File: config.mk
export PLATFORM = sky130hd
export DESIGN_NAME = adder32
export DESIGN_NICKNAME = d
export VERILOG_FILES = /design/src/rtl/adder32.sv
export SDC_FILE = /design/constraint.sdc
export NUM_CORES = 1
export LEC_CHECK = 0
export ABC_AREA = 1
export BUFFER_PORTS_ARGS = -buffer_cell sky130_fd_sc_hd__buf_2
export CAP_MARGIN = 20
export CORE_MARGIN = 5
export CORE_UTILIZATION = 49
export DETAILED_ROUTE_END_ITERATION = 7
export PLACE_DENSITY = 0.87
export SKIP_CTS_REPAIR_TIMING = 1
export SLEW_MARGIN = 20
export SYNTH_ARGS = -nofsm -noshare
export SYNTH_HDL_FRONTEND = slang
export SYNTH_SLANG_ARGS = --single-unit
export TNS_END_PERCENT = 1
File: constraint.sdc
create_clock -name CLOCK -period 0.8 [get_ports CLOCK]
set_clock_uncertainty 0.15 [all_clocks]
set_input_delay 0.08 -clock CLOCK [delete_from_list [all_inputs] [get_ports CLOCK]]
set_output_delay 0.08 -clock CLOCK [all_outputs]
set_load 0.01 [all_outputs]
File: src/rtl/adder32.sv
// rtl/adder32.sv - registered 32-bit two-level carry-lookahead adder with carry-out and signed overflow
// Optional input register stage when ADDER32_INREG_EN is defined (latency 2 instead of 1).
module adder32 (
    input  logic        CLOCK,
    input  logic        RESET_N,
    input  logic [31:0] A,
    input  logic [31:0] B,
    input  logic        Cin,
    output logic [31:0] S,
    output logic        Cout,
    output logic        OVF
);

    logic [31:0] core_a;
    logic [31:0] core_b;
    logic        core_cin;

`ifdef ADDER32_INREG_EN
    logic [31:0] a_d, a_q;
    logic [31:0] b_d, b_q;
    logic        cin_d, cin_q;

    always_comb begin
        a_d   = A;
        b_d   = B;
        cin_d = Cin;
    end

    always_ff @(posedge CLOCK or negedge RESET_N) begin
        if (!RESET_N) begin
            a_q   <= '0;
            b_q   <= '0;
            cin_q <= 1'b0;
        end else begin
            a_q   <= a_d;
            b_q   <= b_d;
            cin_q <= cin_d;
        end
    end

    assign core_a   = a_q;
    assign core_b   = b_q;
    assign core_cin = cin_q;
`else
    assign core_a   = A;
    assign core_b   = B;
    assign core_cin = Cin;
`endif

    logic [31:0] bit_g;
    logic [31:0] bit_p;
    logic [7:0]  grp_g;
    logic [7:0]  grp_p;
    logic [8:0]  grp_c;
    logic [32:0] carry;
    logic        run_p;
    logic        run_c;

    logic [31:0] s_d, s_q;
    logic        cout_d, cout_q;
    logic        ovf_d, ovf_q;

    always_comb begin
        bit_g = core_a & core_b;
        bit_p = core_a ^ core_b;
        grp_g = '0;
        grp_p = '0;
        grp_c = '0;
        carry = '0;
        run_p = 1'b0;
        run_c = 1'b0;

        for (int k = 0; k < 8; k++) begin
            grp_p[k] = &bit_p[4*k +: 4];
            grp_g[k] = bit_g[4*k+3]
                     | (bit_p[4*k+3] & bit_g[4*k+2])
                     | (bit_p[4*k+3] & bit_p[4*k+2] & bit_g[4*k+1])
                     | (bit_p[4*k+3] & bit_p[4*k+2] & bit_p[4*k+1] & bit_g[4*k]);
        end

        // Second level: each group carry is the flattened sum-of-products, not a ripple chain.
        grp_c[0] = core_cin;
        for (int k = 0; k < 8; k++) begin
            run_p = 1'b1;
            run_c = 1'b0;
            for (int j = k; j >= 0; j--) begin
                run_c = run_c | (run_p & grp_g[j]);
                run_p = run_p & grp_p[j];
            end
            grp_c[k+1] = run_c | (run_p & core_cin);
        end

        // First level: bit carries inside each group from that group's carry-in.
        for (int k = 0; k < 8; k++) begin
            carry[4*k] = grp_c[k];
            for (int i = 1; i < 4; i++) begin
                run_p = 1'b1;
                run_c = 1'b0;
                for (int j = i - 1; j >= 0; j--) begin
                    run_c = run_c | (run_p & bit_g[4*k+j]);
                    run_p = run_p & bit_p[4*k+j];
                end
                carry[4*k+i] = run_c | (run_p & grp_c[k]);
            end
        end
        carry[32] = grp_c[8];

        s_d    = bit_p ^ carry[31:0];
        cout_d = carry[32];
        ovf_d  = carry[32] ^ carry[31];
    end

    always_ff @(posedge CLOCK or negedge RESET_N) begin
        if (!RESET_N) begin
            s_q    <= '0;
            cout_q <= 1'b0;
            ovf_q  <= 1'b0;
        end else begin
            s_q    <= s_d;
            cout_q <= cout_d;
            ovf_q  <= ovf_d;
        end
    end

    assign S    = s_q;
    assign Cout = cout_q;
    assign OVF  = ovf_q;

endmodule

==> qor.tcl, run 1 <==
set qor(fmax_mhz) 590
set qor(critPathRequiredTime_ns) 0.82
set qor(cp_bufs_invs) 1
set qor(grt_setup_unrepaired) {true}
set qor(worstPathArrival_ns) 1.71
set qor(most_common_cell_after_layout_fill_and_taps_aside) {buf_2}
set qor(place.gp.congestion) 0.829
set qor(die_h_um) 81.2
set qor(internal-power_uw) 4340
set qor(totalWireLength_um) 6850
set qor(worst_slew_pin_slew_ns) 0.302
set qor(vias_per_cell) 4.73
set qor(final_max_slew_viol_count) 0
set qor(grt.overflow.total) 0
set qor(worst_hold_path.endpoint) {S[12]$_DFF_PN0_}
set qor(power.density_cell_area_nw_per_um2) 1590
set qor(drc_markers) 0
set qor(die-width_um) 81.2
set qor(setup-tns-final_ns) -28.75
set qor(clockPowerShare_pct) 24.2
set qor(p_comb_share_pct) 42.0
set qor(slew-limit-headroom_pct) 79.9
set qor(insertedDiodeCount) 0
set qor(final_layout_size_suffix_gt1_share_pct) 53.1
set qor(antenna_left) 0
set qor(syn_inst) 289
set qor(dp_hpwl_um) 5740
set qor(placeableCoreArea_sq_um) 5010
set qor(power.share.switching_pct) 32.4
set qor(netlist_area_sq_um) 2480
set qor(area.growth.synth_to_final_pct) 63.2
set qor(pre_cts_slack_ns) -1.26
set qor(start_kind) {primary input}
set qor(placed_area_sq_um) 3780
set qor(critPathCaptureType) {flip-flop}
set qor(finalInstanceArea_sq_um) 4050
set qor(pin_count_of_the_biggest_net_entering_global_routing) 35
set qor(power.switching_uw) 2090
set qor(cts-root-buf) {clkbuf_8}
set qor(pwr-share-seq_pct) 33.8
set qor(via_count) 2510
set qor(initial_antenna_violation_count) 0
set qor(clk_pin_slew_worst_paths_ns) 0.07
set qor(hold_path_depth) 2
set qor(drv.max_cap_violation_count) 0
set qor(num-nets-final) 567
set qor(row_count) 26
set qor(place.port_buffers) 100
set qor(placed_cells) 518
set qor(die_area_sq_um) 6590
set qor(critPathMaxFanout) 3
set qor(timing.critical_path.cells) {buf_2 -> ha_4 -> nand2_1 -> nand2_2 -> nand2_2 -> nand2_2 -> nand2_2 -> nand3_1 -> nor2_2 -> nand2_4 -> nand2_4 -> nand2_4 -> fa_2 -> xor2_1}
set qor(drt_pass1_iterations) 4
set qor(post-synth-top-area-cell) {dfrtp_1}
set qor(outcome) {complete, but fails checks}
set qor(hold-worst-slack_ns) -0.0640
set qor(postSynth.asyncResetShare_pct) 100
set qor(synth_warnings) 0
set qor(initial_utilization_pct) 49.6
set qor(final_period_utilization_pct) 212
set qor(final_hold_viol_count) 3
set qor(yosys.cell_types.count) 26
set qor(grt.total_usage_pct) 21.4
set qor(num_io_pins) 101
set qor(ys_ff_latch) 34
set qor(delay_heaviest_family_cp) {simple AND/OR/NAND/NOR gates}
set qor(fin_crit_ns) 1.69
set qor(crit_slowest_cell) {fa_2}
set qor(postLayoutCoreUtil_pct) 80.9
set qor(clock_tree.htree_level_count) 2
set qor(final-instance-count-excl-fill) 531
set qor(cts_tree) {built}
set qor(p_leak_uw) 0.00219
set qor(timing.final.ws_setup_ns) -0.895
set qor(vdd_ir_drop_max_mv) 0.950
set qor(syn_nets) 396
set qor(postSynth.topFlopCell) {dfrtp_1}
set qor(drt-initial-drc-count) 90
set qor(path_class) {in2reg}
set qor(netlist_top_cells_area) {dfrtp_1 (34%), ha_1 (16%), nand2_1 (11%)}
set qor(violated_checks) {hold timing, setup timing}
set qor(area_share_of_the_largest_cell_type_after_synthesis_pct) 34.3
set qor(portion_of_the_post_synthesis_area_used_by_sequential_elements_pct) 34.3
set qor(syn-mean-instance-area_sq_um) 8.59
set qor(cts.sink_count) 34
set qor(grt_pass1_wl_um) 11000
set qor(numCtsBuffers) 5
set qor(wl_per_cell_um) 12.9
set qor(cpPeakStageDelay_ns) 0.33
set qor(synth-edff-count) 0
set qor(holdCritStartpoint) {B[12]}
set qor(setup_viol) 66
set qor(layout.cells.most_common_list) {buf_2 (93), buf_4 (62), nand2_1 (61), inv_1 (36), dfrtp_1 (34)}
set qor(timing.hold.worst.class) {in2reg}
set qor(via_count_of_the_first_global_routing_pass) 2621
set qor(clock_path_buffers) 2
set qor(worst_path_most_repeated_cell) {nand2_2}
==> per-layer routing <==
metal  share of wire [%]  track usage [%]
met1                  37             23.1
met2                  56             41.9
met3                 5.4             3.10
met4                 1.2             7.60
met5                   0                0
==> registers in the layout, summed over array words and instances (netlist names) <==
signal / cells
Cout: 1
S: 32
OVF: 1
==> cell usage after synthesis (4+ instances only) <==
| cell type | number |
|---|---|
| nand2_1 | 72 |
| inv_1 | 36 |
| dfrtp_1 | 34 |
| ha_1 | 32 |
| nand3_1 | 23 |
| a21oi_1 | 16 |
| nor2_1 | 12 |
| xor2_1 | 12 |
| fa_1 | 8 |
| inv_2 | 7 |
| nand2_2 | 7 |
| nor2_2 | 5 |
| xnor2_1 | 5 |
| nand2_4 | 4 |
==> worst max-delay path by stage <==
stage	from	end	slack [ns]	cells past startpoint
2_1_floorplan	A[23]	S[29]$_DFF_PN0_	-1.0	11
3_3_place_gp	A[23]	S[29]$_DFF_PN0_	-1.18	12
3_5_place_dp	A[23]	S[29]$_DFF_PN0_	-1.26	12
4_1_cts	A[23]	S[29]$_DFF_PN0_	-0.97	12
5_1_grt	A[17]	S[29]$_DFF_PN0_	-0.98	14
6_report	A[17]	S[29]$_DFF_PN0_	-0.89	14
==> area by class of cell <==
type                       count  area [sq um]
clock buffer                   5          68.8
clock inverter                 3          40.0
fill                         337           958
inverter                      43           161
multi-input combinational    212          1800
sequential                    34           851
tap                           70          87.6
timing repair buffer         164          1040
==> stage by stage <==
step | hold slack, ns | total power [uW]
2_1_floorplan | -0.366 | 3470
3_3_place_gp | -0.0996 | 4590
3_5_place_dp | -0.0986 | 4730
4_1_cts | -0.403 | 6280
5_1_grt | -0.0519 | 6860
6_report | -0.0640 | 6430
==> power by group through the flow <==
stage / Sequential (uW) / Clock (uW) / Combinational [uW]
final: 2170 / 1560 / 2700
after detailed placement: 2190 / 0 / 2540
after global placement: 2180 / 0 / 2410
after CTS: 2160 / 1560 / 2550
after floorplan: 2390 / 0 / 1080
after global routing: 2200 / 1670 / 2990
==> cell families (layout without fill, tap and decap cells) <==
| kind of cell | Yosys count | count (layout) | share of synthesized area, % |
|---|---|---|---|
| compound gates | 22 | 22 | 5.29 |
| xor+xnor | 17 | 17 | 6.00 |
| fa+ha+maj | 40 | 40 | 22.6 |
| buf+inv | 43 | 215 | 6.50 |
| flops | 34 | 34 | 34.3 |
| simple gates | 133 | 133 | 25.4 |
Power figures use the tool's default switching activity.
==> inputs of run 2 (changes only) <==
--- a/config.mk
+++ b/config.mk
@@ -10,6 +10,7 @@
 export CAP_MARGIN = 20
 export CORE_MARGIN = 5
 export CORE_UTILIZATION = 49
+export CTS_CLUSTER_DIAMETER = 150
 export DETAILED_ROUTE_END_ITERATION = 7
 export PLACE_DENSITY = 0.87
 export SKIP_CTS_REPAIR_TIMING = 1
==> constraint.sdc (replaced) <==
create_clock -name CLOCK -period 1.7 [get_ports CLOCK]
set_clock_uncertainty 0.15 [all_clocks]
set_input_delay 0.17 -clock CLOCK [delete_from_list [all_inputs] [get_ports CLOCK]]
set_output_delay 0.17 -clock CLOCK [all_outputs]
set_load 0.01 [all_outputs]
==> qor.tcl, run 2 (synthesized netlist as in run 1, its figures left out) <==
set qor(outcome) {complete, but fails checks}
set qor(violated_checks) {setup timing}
set qor(initial_utilization_pct) 49.6
set qor(cp_num_cells) 12
set qor(start_kind) {primary input}
set qor(clk_pin_slew_worst_paths_ns) 0.07
set qor(finalInstanceArea_sq_um) 3990
set qor(final_hold_viol_count) 0
set qor(place.port_buffers) 100
set qor(grt_setup_unrepaired) {true}
set qor(antenna_left) 0
set qor(die_area_sq_um) 6590
set qor(drt_pass1_iterations) 4
set qor(worst_slew_pin_slew_ns) 0.770
set qor(setup_viol) 5
set qor(fmax_mhz) 550
set qor(most_common_cell_after_layout_fill_and_taps_aside) {buf_2}
set qor(worst_path_most_repeated_cell) {nand2_4}
set qor(die-width_um) 81.2
set qor(placed_area_sq_um) 3700
set qor(vdd_ir_drop_max_mv) 0.410
set qor(cts_tree) {built}
set qor(drv.max_cap_violation_count) 0
set qor(row_count) 26
set qor(area.growth.synth_to_final_pct) 60.6
set qor(critPathCaptureType) {flip-flop}
set qor(numCtsBuffers) 5
set qor(holdCritStartpoint) {B[12]}
set qor(wl_per_cell_um) 12.5
set qor(cp-endpoint) {S[29]$_DFF_PN0_}
set qor(cp_bufs_invs) 1
set qor(cts.sink_count) 34
set qor(timing.critical_path.cells) {buf_2 -> ha_4 -> a21oi_4 -> nor2_2 -> nor2_4 -> nor2_2 -> nor2_4 -> nand2_4 -> nand2_4 -> nand2_4 -> fa_2 -> xor2_2}
set qor(grt.overflow.total) 0
set qor(worstPathArrival_ns) 1.84
set qor(initial_antenna_violation_count) 0
set qor(num_io_pins) 101
set qor(num-nets-final) 559
set qor(delay_heaviest_family_cp) {adder cells}
set qor(die_h_um) 81.2
set qor(largest_register_ffs) 32
set qor(crit_slowest_cell) {fa_2}
set qor(vias_per_cell) 4.77
set qor(insertedDiodeCount) 0
set qor(clock_path_buffers) 2
set qor(hold-worst-slack_ns) 0.0328
set qor(cpPeakStageDelay_ns) 0.36
set qor(number_of_fillers_in_the_final_layout) 346
set qor(placeableCoreArea_sq_um) 5010
set qor(grt.total_usage_pct) 19.7
set qor(final_layout_size_suffix_gt1_share_pct) 53.6
set qor(slew-limit-headroom_pct) 48.7
set qor(layout.cells.most_common_list) {buf_2 (99), nand2_1 (59), buf_4 (55), dfrtp_1 (34), inv_1 (34)}
set qor(dp_hpwl_um) 5420
set qor(drt-initial-drc-count) 68
set qor(place.gp.congestion) 0.838
set qor(final_period_utilization_pct) 107
set qor(p_leak_uw) 0.00218
set qor(cts-root-buf) {clkbuf_8}
set qor(clock_tree.htree_level_count) 2
set qor(launching_element_of_the_worst_setup_path) {B[9]}
set qor(via_count) 2493
set qor(pin_count_of_the_biggest_net_entering_global_routing) 35
set qor(fin_crit_ns) 1.82
set qor(timing.hold.worst.class) {in2reg}
set qor(totalWireLength_um) 6550
set qor(final_max_slew_viol_count) 0
set qor(path_class) {in2reg}
set qor(timing.final.ws_setup_ns) -0.117
set qor(drc_markers) 0
set qor(critPathMaxFanout) 4
set qor(critPathRequiredTime_ns) 1.72
set qor(power.density_cell_area_nw_per_um2) 744
set qor(grt_pass1_wl_um) 9980
set qor(via_count_of_the_first_global_routing_pass) 2464
==> run 2: cell count changes in the layout (fill, tap and decap cells not counted), sizes merged <==
cell,change
buf,-8
clkbuf,+2
clkinv,-2
==> run 2: layout make-up <==
| cell class | instances | area [sq um] | area share, % |
|---|---|---|---|
| inverter | 43 | 164 | 4.11 |
| clock inverter | 1 | 30.0 | 0.753 |
| multi-input combinational | 212 | 1850 | 46.4 |
| timing repair buffer | 156 | 930 | 23.3 |
| clock buffer | 7 | 76.3 | 1.91 |
| tap | 70 | 87.6 | 2.20 |
| sequential | 34 | 851 | 21.3 |
==> run 2: where the power goes <==
part	switching [uW]	internal, uW
Sequential	42.8	973
Clock	280	438
Combinational	634	596
Total	957	2010
==> run 2: worst min path at each step <==
stage | end | slack, ns | cells past startpoint
global route | S[12]$_DFF_PN0_ | 0.03 | 2
global placement | S[14]$_DFF_PN0_ | 0.13 | 1
CTS | S[14]$_DFF_PN0_ | -0.18 | 1
detailed placement | S[14]$_DFF_PN0_ | 0.13 | 1
finish | S[12]$_DFF_PN0_ | 0.03 | 2
floorplan | Cout$_DFF_PN0_ | -0.28 | 0
==> run 2: metal layers <==
| metal | vias to the layer above | global-route usage [%] | share of wire, % |
|---|---|---|---|
| li1 | 1248 | - | - |
| met4 | 0 | 8.95 | 2.1 |
| met3 | 17 | 2.88 | 5.7 |
| met2 | 71 | 37.8 | 54 |
| met5 | - | 0 | 0 |
| met1 | 1157 | 20.8 | 38 |
==> run 2: metrics by stage <==
stage	power (uW)	utilization (%)	setup TNS, ns	worst slack [ns]	instances
final	2960	79.6	-0.315	-0.117	523
after global routing	3160	79.6	-0.806	-0.165	523
after CTS	2910	76.0	-0.491	-0.150	518
after detailed placement	2190	73.9	-6.80	-0.437	510
after global placement	2130	73.9	-5.41	-0.371	510
after floorplan	1630	-	-0.915	-0.190	289
==> inputs of run 3 (changes only) <==
==> constraint.sdc (replaced) <==
create_clock -name CLOCK -period 1.91 [get_ports CLOCK]
set_clock_uncertainty 0.15 [all_clocks]
set_input_delay 0.191 -clock CLOCK [delete_from_list [all_inputs] [get_ports CLOCK]]
set_output_delay 0.191 -clock CLOCK [all_outputs]
set_load 0.01 [all_outputs]
==> qor.tcl, run 3 (synthesized netlist as in run 1, its figures left out) <==
set qor(launching_element_of_the_worst_setup_path) {A[9]}
set qor(grt.overflow.total) 0
set qor(layout.cells.most_common_list) {buf_2 (99), nand2_1 (71), buf_4 (42), inv_1 (36), dfrtp_1 (34)}
set qor(insertedDiodeCount) 0
set qor(most_common_cell_after_layout_fill_and_taps_aside) {buf_2}
set qor(fin_crit_ns) 1.84
set qor(num-nets-final) 546
set qor(via_count) 2430
set qor(initial_antenna_violation_count) 0
set qor(critPathRequiredTime_ns) 1.92
set qor(crit_slowest_cell) {fa_2}
set qor(critPathCaptureType) {flip-flop}
set qor(die_area_sq_um) 6590
set qor(postLayoutCoreUtil_pct) 75.7
set qor(initial_utilization_pct) 49.6
set qor(delay_heaviest_family_cp) {simple AND/OR/NAND/NOR gates}
set qor(place.port_buffers) 100
set qor(row_count) 26
set qor(final_hold_viol_count) 0
set qor(timing.hold.worst.class) {in2reg}
set qor(die_h_um) 81.2
set qor(slew-limit-headroom_pct) 48.9
set qor(cts_tree) {built}
set qor(antenna_left) 0
set qor(placeableCoreArea_sq_um) 5010
set qor(setup-tns-final_ns) 0
set qor(grt_pass1_wl_um) 10400
set qor(path_class) {in2reg}
set qor(outcome) {completed}
set qor(drt-initial-drc-count) 49
set qor(pre_cts_slack_ns) -0.273
set qor(worst_slew_pin_slew_ns) 0.766
set qor(cts.sink_count) 34
set qor(vias_per_cell) 4.76
set qor(final_period_utilization_pct) 96.3
set qor(critPathMaxFanout) 4
set qor(holdCritStartpoint) {B[12]}
set qor(pin_count_of_the_biggest_net_entering_global_routing) 35
set qor(die-width_um) 81.2
set qor(dp_hpwl_um) 5510
set qor(clk_pin_slew_worst_paths_ns) 0.07
set qor(clock_path_buffers) 2
set qor(via_count_of_the_first_global_routing_pass) 2577
set qor(numCtsBuffers) 5
set qor(worstPathArrival_ns) 1.85
set qor(fmax_mhz) 544
set qor(vdd_ir_drop_max_mv) 0.340
set qor(area.growth.synth_to_final_pct) 52.9
set qor(cts-root-buf) {clkbuf_8}
set qor(timing.critical_path.cells) {buf_2 -> ha_4 -> a21oi_4 -> nor2_2 -> nor2_4 -> nor2_1 -> nor2_2 -> nand2_1 -> nand2_1 -> nand2_2 -> fa_2 -> xor2_1}
set qor(cp_bufs_invs) 1
set qor(totalWireLength_um) 6410
set qor(clock_tree.htree_level_count) 2
set qor(start_kind) {primary input}
set qor(num_io_pins) 101
set qor(wl_per_cell_um) 12.6
set qor(drv.max_cap_violation_count) 0
set qor(drc_markers) 0
set qor(cp_num_cells) 12
set qor(final_layout_size_suffix_gt1_share_pct) 47.0
set qor(cpPeakStageDelay_ns) 0.34
set qor(setup_viol) 0
set qor(timing.final.ws_setup_ns) 0.0708
set qor(power.density_cell_area_nw_per_um2) 679
set qor(final_max_slew_viol_count) 0
set qor(largest_register_ffs) 32
set qor(cp-endpoint) {S[21]$_DFF_PN0_}
set qor(grt.total_usage_pct) 20.0
set qor(drt_pass1_iterations) 4
set qor(p_leak_uw) 0.00207
set qor(place.gp.congestion) 0.836
## run 3: cell types whose count changed in the layout (fill, tap and decap cells not counted), moves of 3 or more
cell     delta
buf_4      -13
nor2_1      +5
nand2_4     -3
nor2_2      -5
nand2_2     -9
nand2_1    +12
## run 3: routing by layer
layer	global-route usage, %	share of wire, %
met5	0	0
met1	21.4	38
met2	39.9	56
met4	6.25	0.92
met3	2.55	4.5
## run 3: stage by stage
| step | instance area (sq um) | hold slack (ns) | instances | power (uW) |
|---|---|---|---|---|
| after detailed placement | 3620 | 0.156 | 499 | 1930 |
| final | 3790 | 0.0594 | 510 | 2580 |
| after global routing | 3790 | 0.0579 | 510 | 2760 |
| after global placement | 3620 | 0.149 | 499 | 1870 |
| after CTS | 3730 | -0.144 | 507 | 2580 |
| after floorplan | 2730 | -0.255 | 289 | 1450 |
## run 3: power breakdown
group | total [uW] | internal, uW | switching, uW
Sequential | 906 | 866 | 40.3
Combinational | 1030 | 494 | 534
Clock | 643 | 390 | 253
## run 3: final cells by class
type,count,area [sq um]
timing repair buffer,143,832
clock inverter,1,30.0
sequential,34,851
multi-input combinational,212,1760
clock buffer,7,76.3
fill,378,1210
tap,70,87.6
inverter,43,161
## run 3: worst min path at each step
| stage | endpoint | slack (ns) | cells after the start |
|---|---|---|---|
| 6_report | S[12]$_DFF_PN0_ | 0.06 | 2 |
| 3_5_place_dp | S[12]$_DFF_PN0_ | 0.16 | 1 |
| 4_1_cts | S[12]$_DFF_PN0_ | -0.14 | 1 |
| 2_1_floorplan | Cout$_DFF_PN0_ | -0.25 | 0 |
| 5_1_grt | S[12]$_DFF_PN0_ | 0.06 | 2 |
| 3_3_place_gp | S[14]$_DFF_PN0_ | 0.15 | 1 |
